--- src/rtl/muldiv_pkg.sv ---
// Shared op encodings, FSM state type and op classification for the HI/LO mul/div unit.
// Latency: none (types and a pure function only).
// Backpressure: none.
package muldiv_pkg;

  typedef enum logic [2:0] {
    MD_NONE  = 3'd0,
    MD_MULT  = 3'd1,
    MD_MULTU = 3'd2,
    MD_DIV   = 3'd3,
    MD_DIVU  = 3'd4,
    MD_MTHI  = 3'd5,
    MD_MTLO  = 3'd6
  } md_op_e;

  typedef enum logic [1:0] {
    ST_IDLE = 2'd0,
    ST_MUL  = 2'd1,
    ST_DIV  = 2'd2,
    ST_DONE = 2'd3
  } md_state_e;

  // True for the multi-cycle ops that occupy the unit and stall EX.
  function automatic logic is_muldiv(input logic [2:0] op);
    return (op == MD_MULT) || (op == MD_MULTU) || (op == MD_DIV) || (op == MD_DIVU);
  endfunction

  function automatic logic is_mul(input logic [2:0] op);
    return (op == MD_MULT) || (op == MD_MULTU);
  endfunction

  function automatic logic is_div(input logic [2:0] op);
    return (op == MD_DIV) || (op == MD_DIVU);
  endfunction

endpackage

--- src/rtl/div_radix2_core.sv ---
// Restoring radix-2 divider on operand magnitudes, sign fix-up on the way out.
// Latency: XLEN iteration cycles after start; divisor 0 resolves at the start edge.
// Backpressure: none; result stays put until the next start or abort.
module div_radix2_core #(
  parameter int XLEN = 32
) (
  input  logic              clk,
  input  logic              rst,
  input  logic              start,
  input  logic              sign,
  input  logic [XLEN-1:0]   a,
  input  logic [XLEN-1:0]   b,
  input  logic              abort,
  output logic [2*XLEN-1:0] result,     // {remainder, quotient}
  output logic              res_valid   // final iteration completes on this edge
);

  localparam int CW = (XLEN > 1) ? $clog2(XLEN) : 1;

  logic            running;
  logic [CW-1:0]   it_cnt;
  logic [XLEN-1:0] rem_q;
  logic [XLEN-1:0] quo_q;      // shifts dividend bits out, quotient bits in
  logic [XLEN-1:0] bmag_q;
  logic            neg_q;
  logic            neg_r;

  logic [XLEN-1:0] a_mag;
  logic [XLEN-1:0] b_mag;
  logic [XLEN:0]   partial;
  logic [XLEN:0]   diff;

  assign a_mag   = (sign && a[XLEN-1]) ? -a : a;
  assign b_mag   = (sign && b[XLEN-1]) ? -b : b;
  assign partial = {rem_q, quo_q[XLEN-1]};
  assign diff    = partial - {1'b0, bmag_q};

  // Operand capture at start, one restoring step per cycle while running.
  always_ff @(posedge clk) begin
    if (rst || abort) begin
      running <= 1'b0;
      it_cnt  <= '0;
      rem_q   <= '0;
      quo_q   <= '0;
      bmag_q  <= '0;
      neg_q   <= 1'b0;
      neg_r   <= 1'b0;
    end else if (start) begin
      it_cnt <= '0;
      bmag_q <= b_mag;
      if (b == '0) begin
        // Divide by zero: the architectural result is fixed, no iterations.
        running <= 1'b0;
        rem_q   <= a;
        quo_q   <= '1;
        neg_q   <= 1'b0;
        neg_r   <= 1'b0;
      end else begin
        running <= 1'b1;
        rem_q   <= '0;
        quo_q   <= a_mag;
        neg_q   <= sign & (a[XLEN-1] ^ b[XLEN-1]);
        neg_r   <= sign & a[XLEN-1];
      end
    end else if (running) begin
      if (!diff[XLEN]) begin
        rem_q <= diff[XLEN-1:0];
        quo_q <= {quo_q[XLEN-2:0], 1'b1};
      end else begin
        rem_q <= partial[XLEN-1:0];
        quo_q <= {quo_q[XLEN-2:0], 1'b0};
      end
      if (it_cnt == CW'(XLEN-1)) begin
        running <= 1'b0;
      end else begin
        it_cnt <= it_cnt + 1'b1;
      end
    end
  end

  // Signed fix-up: quotient sign from the operand XOR, remainder follows the dividend.
  always_comb begin
    result    = {(neg_r ? -rem_q : rem_q), (neg_q ? -quo_q : quo_q)};
    res_valid = running && (it_cnt == CW'(XLEN-1));
  end

endmodule

--- src/rtl/hilo_muldiv_unit.sv ---
// HI/LO register pair with multi-cycle MULT/MULTU/DIV/DIVU and single-cycle MTHI/MTLO.
// Latency: MUL commits MUL_STAGES cycles after accept, DIV XLEN+1, divide-by-zero 1.
// Backpressure: busy stalls EX until DONE; hold keeps the result parked in DONE.
module hilo_muldiv_unit
  import muldiv_pkg::*;
#(
  parameter int XLEN       = 32,
  parameter int MUL_STAGES = 2
) (
  input  logic            clk,
  input  logic            rst,
  input  logic            op_valid,
  input  logic [2:0]      op,
  input  logic [XLEN-1:0] src_a,
  input  logic [XLEN-1:0] src_b,
  input  logic            flush,
  input  logic            hold,
  output logic            busy,
  output logic            done,
  output logic [XLEN-1:0] hi,
  output logic [XLEN-1:0] lo
);

  localparam int CW = (MUL_STAGES > 1) ? $clog2(MUL_STAGES) : 1;

  md_state_e        state;
  logic [CW-1:0]    cnt;
  logic             res_is_div;

  logic             mul_accept;
  logic             div_accept;
  logic             mul_sign;
  logic [2*XLEN-1:0] a_ext;
  logic [2*XLEN-1:0] b_ext;
  logic [2*XLEN-1:0] product;
  logic [2*XLEN-1:0] mul_pipe [MUL_STAGES];

  logic [2*XLEN-1:0] div_result;
  logic              div_res_valid;
  logic [2*XLEN-1:0] result;

  assign mul_accept = (state == ST_IDLE) && op_valid && is_mul(op) && !flush;
  assign div_accept = (state == ST_IDLE) && op_valid && is_div(op) && !flush;

  // Full-width product of sign- or zero-extended operands; low 2*XLEN bits are exact.
  assign mul_sign = (op == MD_MULT);
  assign a_ext    = {{XLEN{mul_sign & src_a[XLEN-1]}}, src_a};
  assign b_ext    = {{XLEN{mul_sign & src_b[XLEN-1]}}, src_b};
  assign product  = a_ext * b_ext;

  // Product register chain; frozen outside accept/MUL so DONE holds a stable result.
  always_ff @(posedge clk) begin
    if (rst || flush) begin
      for (int i = 0; i < MUL_STAGES; i++) mul_pipe[i] <= '0;
    end else if (mul_accept || (state == ST_MUL)) begin
      mul_pipe[0] <= product;
      for (int i = 1; i < MUL_STAGES; i++) mul_pipe[i] <= mul_pipe[i-1];
    end
  end

  div_radix2_core #(.XLEN(XLEN)) u_div (
    .clk       (clk),
    .rst       (rst),
    .start     (div_accept),
    .sign      (op == MD_DIV),
    .a         (src_a),
    .b         (src_b),
    .abort     (flush),
    .result    (div_result),
    .res_valid (div_res_valid)
  );

  assign result = res_is_div ? div_result : mul_pipe[MUL_STAGES-1];

  // Sequencing FSM and HI/LO architectural state; flush beats commit and moves.
  always_ff @(posedge clk) begin
    if (rst) begin
      state      <= ST_IDLE;
      cnt        <= '0;
      res_is_div <= 1'b0;
      hi         <= '0;
      lo         <= '0;
    end else if (flush) begin
      state      <= ST_IDLE;
      cnt        <= '0;
      res_is_div <= 1'b0;
    end else begin
      case (state)
        ST_IDLE: begin
          if (op_valid) begin
            if (is_mul(op)) begin
              res_is_div <= 1'b0;
              if (MUL_STAGES == 1) begin
                state <= ST_DONE;
              end else begin
                state <= ST_MUL;
                cnt   <= CW'(1);   // the accept cycle is the first multiplier stage
              end
            end else if (is_div(op)) begin
              res_is_div <= 1'b1;
              state      <= (src_b == '0) ? ST_DONE : ST_DIV;
            end else if (op == MD_MTHI && !hold) begin
              hi <= src_a;
            end else if (op == MD_MTLO && !hold) begin
              lo <= src_a;
            end
          end
        end
        ST_MUL: begin
          if (cnt == CW'(MUL_STAGES-1)) begin
            state <= ST_DONE;
            cnt   <= '0;
          end else begin
            cnt <= cnt + 1'b1;
          end
        end
        ST_DIV: begin
          if (div_res_valid) state <= ST_DONE;
        end
        ST_DONE: begin
          if (!hold) begin
            hi    <= result[2*XLEN-1:XLEN];
            lo    <= result[XLEN-1:0];
            state <= ST_IDLE;
          end
        end
        default: state <= ST_IDLE;
      endcase
    end
  end

  // EX stall while the op is being accepted or computed; released once the result is parked.
  always_comb begin
    busy = op_valid && is_muldiv(op) && (state != ST_DONE);
    done = (state == ST_DONE) && !hold && !flush && !rst;
  end

endmodule
--- config.mk ---
export PLATFORM = sky130hd
export DESIGN_NAME = hilo_muldiv_unit
export DESIGN_NICKNAME = d
export VERILOG_FILES = /design/src/rtl/muldiv_pkg.sv /design/src/rtl/div_radix2_core.sv /design/src/rtl/hilo_muldiv_unit.sv
export SDC_FILE = /design/constraint.sdc
export NUM_CORES = 2
export LEC_CHECK = 0
export CAP_MARGIN = 10
export CORE_ASPECT_RATIO = 0.7
export CORE_UTILIZATION = 45
export DETAILED_ROUTE_END_ITERATION = 12
export DONT_BUFFER_PORTS = 1
export GPL_ROUTABILITY_DRIVEN = 0
export PLACE_DENSITY = 0.63
export SYNTH_ARGS = -nofsm -noshare
export SYNTH_HDL_FRONTEND = slang
export SYNTH_SLANG_ARGS = --single-unit
--- constraint.sdc ---
create_clock -name clk -period 22.7 [get_ports clk]
set_input_delay 4.54 -clock clk [delete_from_list [all_inputs] [get_ports clk]]
set_output_delay 4.54 -clock clk [all_outputs]
set_load 0.05 [all_outputs]
After elaboration in Yosys (flattened, before gate mapping)
Memories as Yosys holds them, arrays and structs flattened. Cells that the tools add are included.

Equal/unequal tests: 22. Multipliers: 1. Bitwise operators: 9. Reduce and logical (&&, ||, !) cells: 38. Add/sub/neg operators: 7. Multiplexer cells: 53.

Operators with widths (number): $mux 32 (22); $mux 64 (3); $neg 32->32 (4); $pmux 32 s2 (2); $mul 33x33->64 (1); $sub 33x32->33 (1); $logic_not 32->1 (1); $mux 1 (18); $ne 2x2->1 const B (8); $logic_and 1x1->1 (15); $mux 2 (6); $eq 3x3->1 const B (3); $pmux 2 s4 (1); $reduce_and 8->1 (1); $reduce_bool 2->1 (4); $reduce_and 7->1 (1); $eq 3x2->1 const B (2); $logic_or 1x1->1 (6); $ne 2x1->1 const B (3); $reduce_and 3->1 (2); $add 5x1->5 const B (1); $eq 5x5->1 const B (1); $reduce_and 5->1 (1); $and 1x1->1 (4); other kinds (13) (19).

Bits of input ports: 72. Logic and storage cells: 143. Memory bits (writable): 128. Output and inout bits: 66. Register bits after elaboration: 172. Memories kept: 1.

Memories: mul_pipe (words 2, bits a word 64, read ports 2, clocked after Yosys merged registers in 0, wr ports 2, line hilo_muldiv_unit.sv:36) `logic [2*XLEN-1:0] mul_pipe [MUL_STAGES];`.

Depth between registers and ports, before layout
Word-level depth: 9. Gate-level depth with buffers: 31.

By module
From an unflattened synthesis, not the netlist that was laid out.

Cell total of the unflattened synthesis: 6171. Area total of the unflattened synthesis: 55544.5 um^2.

By module, submodules not included: hilo_muldiv_unit (area each 46414.5 um^2, cells an instance 4975, instances 1, seq. area each 5205.0 um^2); div_radix2_core (area each 9130.0 um^2, cells an instance 1196, instances 1, seq. area each 2082.0 um^2).

Least setup slack after synthesis
Ideal clock, no wire load.

Path kind: input -> register. Start: input port op[2]. End: memory mul_pipe[0][60] (netlist bit), data pin. Path slack: 10.037 ns. Cell stages on the path: 27. Arrival: 12.397 ns. Data required time: 22.435 ns. Cell sequence: nor3b_1 clkbuf_1 and2_1 clkbuf_1 nand2_1 inv_1 fa_1 fa_1 fa_1 inv_1 fa_1 inv_1 fa_1 fa_1 inv_1 fa_1 fa_1 inv_1 ha_1 inv_1 o21bai_1 a211oi_1 o21ai_0 a211oi_1 o21ai_1 and3_1 or3_1.

RTL lines: from (decl) (line hilo_muldiv_unit.sv:13) `input logic [2:0] op,`; to (decl) (line hilo_muldiv_unit.sv:36).

==> results.cfg <==
[status]
status = complete, no violations

[synth]
synthArstFlopShare_pct = 0
syn-cell-area_sq_um = 55200
postSynthCellCount = 6187
yosys.area.top_type = fa_1
synth_top_area_share_pct = 40.8
synth.avg_cell_area_sq_um = 8.92
ys_seq_area_share_pct = 13.2
syn_nets = 7640
ys_top_cells_by_area = fa_1 41%, inv_1 8.1%, edfxtp_1 7.0%, nand2_1 6.3%, dfxtp_1 6.2%
yosysUniqueCellTypes = 79
yosys_most_used_dff = dfxtp_1
ys_warn_count = 0
synth_seq_cells = 300
synth-edff-count = 128

[sta]
period_needed_ns = 13.78
hold_viol_final = 0
period_share_pct = 60.7
fin_skew_ns = 0.0224
setup_slack_ns = 8.92
worst_slew_pin_slew_ns = 1.32
tns_ns = 0
clock.fmax_mhz = 72.6
rsz0062_at_grt = no
finalSetupViolations = 0
slew-limit-headroom_pct = 11.5
slew_violations = 0

[placed_design]
port_buffers = 0
hpwl_mm = 127
dp_cells = 7421
pre_cts_ws_ns = 8.43

[critical_path]
end_kind = flop
path_class = in2reg
critPathBufInv = 6
slowest_stage = fa_1
rr_worst_depth = 13
crit_required_ns = 23.04
critPathMostFrequentCell = fa_1
critPathMaxStageDelay_ns = 1.13
r2r_end = u_div.rem_q[24]$_SDFFE_PP0P_
arrival_ns = 14.11
crit_family = adder cells
cp-start-kind = input port
reg2reg_from = u_div.quo_q[31]$_SDFFE_PP0P_
reg2reg_slack_ns = 18.44
path_max_fanout = 21

[clock_network]
clock_latency_ns = 0.62
path_clk_slew_ns = 0.07
holdBufCountCts = 0
htreeDepth = 1
numCtsBuffers = 27
cts_setup_buffers = 0
cts_sinks = 300
clockBufferDepth = 3
ctsResizeCount = 0
cts-root-buf = clkbuf_16
tritoncts = yes

[finish]
mostFrequentLayoutCells = 1188 x inv_1, 1126 x fa_1, 922 x nand2_1
drive_above_1_share_pct = 2.07
seq_area_sq_um = 7290
mostFrequentLayoutCell = inv_1
stdcell_count = 7480
area_growth_pct = 2.98
nFillCells = 11640
multiInputGateArea_sq_um = 41900
layout.nets = 7268

[global_route]
gr-usage-met3_pct = 9.73
grtUsageMet1_pct = 42.9
antenna_found_initial = 7
grt_pass1_vias = 43341
grt_remaining_overflow = 0
grt_pass1_wl_mm = 271
met2_usage_pct = 39.9
busiest_layer = met1
grt_use_total_pct = 28.9
grt_max_degree = 99

[min_path]
whs_endpoint = u_div.bmag_q[7]$_SDFFE_PP0P_
hold_path_depth = 2
hold_path_startpoint = u_div.bmag_q[7]$_SDFFE_PP0P_
worstHoldPathType = reg2reg

[detailed_routing]
antenna_left = 0
via_per_inst = 5.77
drc = 0
wl_per_cell_um = 23.5
first_pass_iters = 9
drt_iter0_markers = 5110
routed_wl_mm = 176
vias = 43174

[floorplanning]
core_sq_um = 122000
start_util_pct = 45.4
die_x_um = 421
rows = 107
fp.dieH_um = 295
io_pins = 138
die_area_sq_um = 124000

[job]
maxCapViolations = 0
[cell usage after synthesis (38+ instances only)]
cell type and count:
clkbuf_1 330, nand2_1 923, buf_1 83, and2_1 373, mux2i_1 47, inv_1 1188
o22ai_1 38, a21o_1 68, o21ai_0 110, a21oi_1 207, nor3_1 65, o211ai_1 61
xnor2_1 102, nand2b_1 44, fa_1 1126, nand3_1 39, nor2_1 257, xor2_1 96
and3_1 40, ha_1 255, dfxtp_1 172, edfxtp_1 128, a311oi_1 60
[kinds of logic after synthesis]
| group | Yosys count | share of synthesized area, % |
|---|---|---|
| and+or+nand+nor | 1888 | 16.0 |
| AOI/OAI and AO/OA | 757 | 9.08 |
| muxes | 51 | 0.934 |
| adders and majority gates | 1381 | 46.6 |
| xor gates and xnor gates | 198 | 3.14 |
| DFF | 300 | 13.2 |
| buffers and inverters | 1612 | 11.0 |
[per-stage QoR]
stage / hold slack [ns] / cell area (sq um) / utilization, %
after global placement: 0.444 / 55900 / 45.9
after global routing: 0.522 / 56800 / 46.7
after floorplan: 0.432 / 55200 / -
after detailed placement: 0.458 / 55900 / 45.9
after CTS: 0.476 / 56800 / 46.7
final: 0.492 / 56800 / 46.7
[layout make-up]
| class | instances | share of cell area [%] |
|---|---|---|
| antenna | 9 | 0.0396 |
| clock buffer | 35 | 1.39 |
| clock inverter | 15 | 0.295 |
| inverter | 1189 | 7.85 |
| multi-input combinational | 4275 | 73.7 |
| sequential | 300 | 12.8 |
| tap | 1635 | 3.60 |
| timing repair buffer | 22 | 0.291 |
[how the worst max path moves through the flow]
stage | from | endpoint | slack, ns | depth (start not counted)
5_1_grt | op[2] | mul_pipe[0][63]$_SDFFCE_PN0P_ | 8.47 | 26
2_1_floorplan | op[2] | mul_pipe[0][60]$_SDFFCE_PN0P_ | 10.04 | 27
3_5_place_dp | op[2] | mul_pipe[0][63]$_SDFFCE_PN0P_ | 8.43 | 26
4_1_cts | op[2] | mul_pipe[0][63]$_SDFFCE_PN0P_ | 9.02 | 26
3_3_place_gp | op[2] | mul_pipe[0][63]$_SDFFCE_PN0P_ | 8.62 | 26
6_report | op[2] | mul_pipe[0][63]$_SDFFCE_PN0P_ | 8.92 | 26
[registers in the layout, indices dropped and copies added (netlist names), 2 cells and up]
register / flops
state: 2
u_div.rem_q: 32
lo: 32
u_div.quo_q: 32
hi: 32
u_div.bmag_q: 32
mul_pipe: 128
u_div.it_cnt: 5
[per-layer routing]
metal	routed length, um	share of wire, %
met4	5450	3.1
met2	70300	40
met1	76200	43
met3	23900	14
met5	7	0.0040
[worst register-to-register path, cell delays in order (launching register included)]
cell       delay, ns
dfxtp_1         0.46
inv_1           0.19
ha_1            0.26
fa_1            0.40
nor2b_1         0.25
o31a_1          0.28
o21ba_2         0.24
o21ai_1         0.16
a2111oi_0       0.43
o211ai_1        0.23
buf_4           0.37
nor4b_1         0.66
a31oi_1         0.12
a21oi_1         0.16
Power is left out: the tool's default activity adds up to more than one toggle a clock period on the data nets, which glitch-free logic cannot reach.
